**src/rtl/apb_gpio_master.sv**
```systemverilog
// APB initiator for the GPIO controller register file: turns valid/ready commands into
// single SETUP/ACCESS transfers, with wait-state absorption and an optional hang timeout.
module apb_gpio_master #(
    parameter int PADDR_SIZE = 4,
    parameter int PDATA_SIZE = 32,
    parameter int TIMEOUT    = 16
) (
    input  logic                    clk_in1,
    input  logic                    reset,
    input  logic                    cmd_valid,
    output logic                    cmd_ready,
    input  logic                    cmd_write,
    input  logic [PADDR_SIZE-1:0]   cmd_addr,
    input  logic [PDATA_SIZE-1:0]   cmd_wdata,
    input  logic [PDATA_SIZE/8-1:0] cmd_strb,
    output logic                    rsp_valid,
    output logic [PDATA_SIZE-1:0]   rsp_rdata,
    output logic                    rsp_err,
    output logic                    rsp_timeout,
    output logic                    PSEL,
    output logic                    PENABLE,
    output logic                    PWRITE,
    output logic [PADDR_SIZE-1:0]   PADDR,
    output logic [PDATA_SIZE-1:0]   PWDATA,
    output logic [PDATA_SIZE/8-1:0] PSTRB,
    input  logic [PDATA_SIZE-1:0]   PRDATA,
    input  logic                    PREADY,
    input  logic                    PSLVERR
);
    typedef enum logic [1:0] {IDLE, SETUP, ACCESS} state_t;

    // Counter keeps at least one bit so TIMEOUT=0 (timeout disabled) still elaborates.
    localparam int CW = (TIMEOUT > 0) ? $clog2(TIMEOUT + 1) : 1;
    localparam logic [CW-1:0] TO_LAST = CW'((TIMEOUT > 0) ? TIMEOUT - 1 : 0);

    state_t        state;
    logic [CW-1:0] wait_cnt;

    assign cmd_ready = (state == IDLE);

    always_ff @(posedge clk_in1) begin
        if (!reset) begin
            state       <= IDLE;
            wait_cnt    <= '0;
            PSEL        <= 1'b0;
            PENABLE     <= 1'b0;
            PWRITE      <= 1'b0;
            PADDR       <= '0;
            PWDATA      <= '0;
            PSTRB       <= '0;
            rsp_valid   <= 1'b0;
            rsp_rdata   <= '0;
            rsp_err     <= 1'b0;
            rsp_timeout <= 1'b0;
        end else begin
            rsp_valid <= 1'b0;
            case (state)
                IDLE: begin
                    if (cmd_valid) begin
                        PWRITE <= cmd_write;
                        PADDR  <= cmd_addr;
                        PWDATA <= cmd_wdata;
                        PSTRB  <= cmd_write ? cmd_strb : '0;
                        PSEL   <= 1'b1;
                        state  <= SETUP;
                    end
                end
                SETUP: begin
                    PENABLE  <= 1'b1;
                    wait_cnt <= '0;
                    state    <= ACCESS;
                end
                ACCESS: begin
                    if (PREADY) begin
                        PSEL        <= 1'b0;
                        PENABLE     <= 1'b0;
                        rsp_valid   <= 1'b1;
                        rsp_rdata   <= PWRITE ? '0 : PRDATA;
                        rsp_err     <= PSLVERR;
                        rsp_timeout <= 1'b0;
                        state       <= IDLE;
                    end else if (TIMEOUT != 0 && wait_cnt == TO_LAST) begin
                        // This edge closes the last allowed PREADY-low cycle.
                        PSEL        <= 1'b0;
                        PENABLE     <= 1'b0;
                        rsp_valid   <= 1'b1;
                        rsp_rdata   <= '0;
                        rsp_err     <= 1'b1;
                        rsp_timeout <= 1'b1;
                        state       <= IDLE;
                    end else if (wait_cnt != '1) begin
                        wait_cnt <= wait_cnt + 1'b1;
                    end
                end
                default: begin
                    PSEL    <= 1'b0;
                    PENABLE <= 1'b0;
                    state   <= IDLE;
                end
            endcase
        end
    end
endmodule
```
**config.mk**
```make
export PLATFORM = sky130hd
export DESIGN_NAME = apb_gpio_master
export DESIGN_NICKNAME = d
export VERILOG_FILES = /design/src/rtl/apb_gpio_master.sv
export SDC_FILE = /design/constraint.sdc
export NUM_CORES = 1
export LEC_CHECK = 0
export ABC_AREA = 1
export BUFFER_PORTS_ARGS = -buffer_cell sky130_fd_sc_hd__buf_2
export CAP_MARGIN = 10
export CORE_MARGIN = 3
export CORE_UTILIZATION = 45
export CTS_BUF_LIST = sky130_fd_sc_hd__clkbuf_8 sky130_fd_sc_hd__clkbuf_16
export DETAILED_ROUTE_END_ITERATION = 8
export PLACE_DENSITY = 0.89
export SETUP_SLACK_MARGIN = 0.05
export SLEW_MARGIN = 20
export SYNTH_ARGS = -nofsm -noshare
export SYNTH_HDL_FRONTEND = slang
export SYNTH_SLANG_ARGS = --single-unit
```
**constraint.sdc**
```tcl
create_clock -name clk_in1 -period 2.15 [get_ports clk_in1]
set_input_delay 0.215 -clock clk_in1 [delete_from_list [all_inputs] [get_ports clk_in1]]
set_output_delay 0.215 -clock clk_in1 [all_outputs]
set_load 0.05 [all_outputs]
```
==> flow_summary.toml <==
[outcome]
run_status = "finished clean"

[timing]
setup_viol_count_final = 0
fin_worst_skew_ps = 12.3
min_period_over_period_pct = 85.9
setup_tns_ps = 0
fmaxAchievable_mhz = 542
tightest_slew_ps = 390
grt_setup_unrepaired = "no"
finalMaxSlewViolations = 0
timing.final.hold_violations = 0
finalHoldWorstSlack_ps = 118
finalCriticalPeriod_ps = 1850
slew_headroom_pct = 74.0

[global_route]
grt_pass1_vias = 2990
pin_count_of_the_biggest_net_entering_global_routing = 44
grt.met3_usage_pct = 4.39
grt_pass1_wl_mm = 13.6
grt_use_total_pct = 19.8
met2_track_usage_gr_pct = 36.9
grt_antenna_before_repair = 0
groute.layer.met1.usage_pct = 21.3
grt-busiest-layer = "met2"
globalRouteOverflowTotal = 0

[yosys]
seq_area_frac_synth_pct = 51.7
synth_ff_type = "sky130_fd_sc_hd__dfxtp_1"
synthesis.yosys.warnings = 0
synth_seq_cells = 85
ys_async_sr_fraction_pct = 0
mappedNetlistArea_sq_mm = 0.00329
count_of_flip_flops_with_a_built_in_enable_after_synthesis = 0
synth_cell_type_count = 27
synth.avg_cell_area_sq_um = 8.34
synth_nets = 476
post_synth_inst_count = 395

[routing]
drt-wirelength-per-cell_microns = 13.1
drt_via_density = 4.82
num_vias = 3098
detail_route.drc_violations = 0
detailedRoute.firstIterationViolations = 90
detailed_route_wl_mm = 8.45
final_antenna_net_count = 0
drt_pre_antenna_iters = 4

[critical_path]
crit_path_top_delay_cell = "sky130_fd_sc_hd__dfxtp_1"
cp_data_arrival_time_ps = 2070
crit_path_class = "reg2reg"
worst_setup_path_start_kind = "flop"
cp_cell_sequence = "ha_1 > nand2_1 > nor2_1 > ha_1 > nor2_1 > nor2_4 > nand2_4 > buf_4 > o21ai_2"
worstSetupStartpoint = "wait_cnt[0]"
max_stage_delay_ps = 340
setup.worst_path.end_class = "flop"
critical_path.reg2reg.startpoint = "wait_cnt[0]"
crit_fanout = 15
critPathRequiredTime_ps = 2370

[pwr]
internal_power_mw = 2.55
net-switching-power_mw = 1.08
p_leak_nw = 2.10
power_per_cell_area_mw_per_mm2 = 842
pwr-share-comb_pct = 18.3
power.share.sequential_pct = 46.7
power.ir.vdd_worst_mv = 0.376
power_switching_share_pct = 29.8
clockPowerShare_pct = 35.0

[run]
cap_violations = 0

[finish]
nets = 623
drive_gt1_share_pct = 39.9
final_common_cell = "sky130_fd_sc_hd__buf_2"
areaGrowthSynthToFinish_pct = 30.8
layout.cells.most_common_list = "156 x sky130_fd_sc_hd__buf_2, 85 x sky130_fd_sc_hd__dfxtp_1, 81 x sky130_fd_sc_hd__nor2_1"
num-fill-cells = 628
antenna-diode-count = 0

[clock_network]
cts_repair_resize_count = 0
tritoncts_clock_tree = "yes"
clock_sinks = 85
clk_latency_ps = 340
max-clock-path-buffers = 2
post_cts_hold_buffer_count = 0
clkTransAtPathRegs_ps = 80
tritoncts.num_buffers = 9
post_cts.repair.setup_buffers = 0
clk_root_buffer_cell = "sky130_fd_sc_hd__clkbuf_8"
h-tree-depth = 3

[placement]
place.port_buffers = 156
detailed_place_hpwl_mm = 6.22
gp_congestion = 0.842

[die]
design.portCount = 157
die_y_microns = 91.6
initial_utilization_pct = 47.4
coreArea_sq_mm = 0.00694
std_cell_rows = 30
die_w_microns = 91.6
design.die.area_sq_mm = 0.00838

[min_path]
worst_hold_path_type = "in2reg"
hold_start = "PREADY"
==> cell usage after synthesis, types with 2 or more instances <==
cell / instances / share of area (%)
sky130_fd_sc_hd__buf_2: 6 / 0.91
sky130_fd_sc_hd__nand2_4: 2 / 0.68
sky130_fd_sc_hd__clkbuf_1: 8 / 0.91
sky130_fd_sc_hd__dfxtp_1: 85 / 52
sky130_fd_sc_hd__buf_1: 2 / 0.23
sky130_fd_sc_hd__o21ai_0: 40 / 6.1
sky130_fd_sc_hd__inv_1: 10 / 1.1
sky130_fd_sc_hd__ha_1: 3 / 1.1
sky130_fd_sc_hd__nand3_1: 39 / 5.9
sky130_fd_sc_hd__o21ai_2: 29 / 7.7
sky130_fd_sc_hd__nand2_1: 53 / 6.0
sky130_fd_sc_hd__nor2_4: 2 / 0.68
sky130_fd_sc_hd__nor2_1: 82 / 9.3
sky130_fd_sc_hd__a21oi_1: 11 / 1.7
sky130_fd_sc_hd__buf_6: 10 / 3.4
sky130_fd_sc_hd__inv_2: 2 / 0.23
==> logic make-up after synthesis <==
logic type | count (synthesis) | synth area share [%]
AO/OA/AOI/OAI | 84 | 16.3
flip-flops | 85 | 51.7
adder cells (fa/ha/maj) | 3 | 1.14
buffers and inverters | 40 | 7.14
AND/OR/NAND/NOR | 183 | 23.8
==> through the flow <==
step	instances	setup WS (ps)	util [%]	power, mW	area (sq um)
after global routing	643	130	62.0	3.81	4310
after floorplan	395	581	-	2.22	3290
after global placement	627	354	58.7	2.38	4080
final	643	304	62.0	3.63	4310
after detailed placement	627	296	58.7	2.40	4080
after CTS	643	285	62.0	3.67	4310
==> registers in the layout, summed over array words and instances, names as in the netlist, 2 cells and up <==
| signal | flops |
|---|---|
| state | 2 |
| rsp_rdata | 32 |
| wait_cnt | 5 |
| PSTRB | 4 |
| PWDATA | 32 |
| PADDR | 4 |
==> layer usage <==
layer,part of all wire (%),up-vias
met5,0,-
met4,1.9,0
met3,5.2,15
met2,54,92
met1,39,1411
li1,-,1580
==> final timing paths <==
check | to | slack (ps) | cells past startpoint
max | rsp_rdata[9] | 300 | 9
min | rsp_timeout | 120 | 2
max reg2reg | rsp_rdata[9] | 300 | 9
min reg2reg | PSTRB[1] | 470 | 2
==> worst max-delay path: cells and delay by family, from the launching register on <==
| family | cells | cell delay, ps |
|---|---|---|
| compound gates | 1 | 70 |
| simple gates | 5 | 730 |
| buf+inv | 1 | 220 |
| flops | 1 | 340 |
| fa+ha+maj | 2 | 390 |
==> area by class of cell <==
class	instances	area, sq um	area share [%]
clock buffer	11	151	3.51
clock inverter	5	81.3	1.89
inverter	14	55.1	1.28
multi-input combinational	270	1360	31.6
sequential	85	1700	39.5
tap	96	120	2.79
timing repair buffer	162	838	19.5
==> power groups by stage <==
stage	combinational, mW	clock [mW]	sequential (mW)
floorplan	0.223	0	2.00
global placement	0.654	0	1.73
detailed placement	0.666	0	1.73
CTS	0.667	1.30	1.69
global route	0.716	1.39	1.71
finish	0.663	1.27	1.69
(Power assumes the default switching activity.)
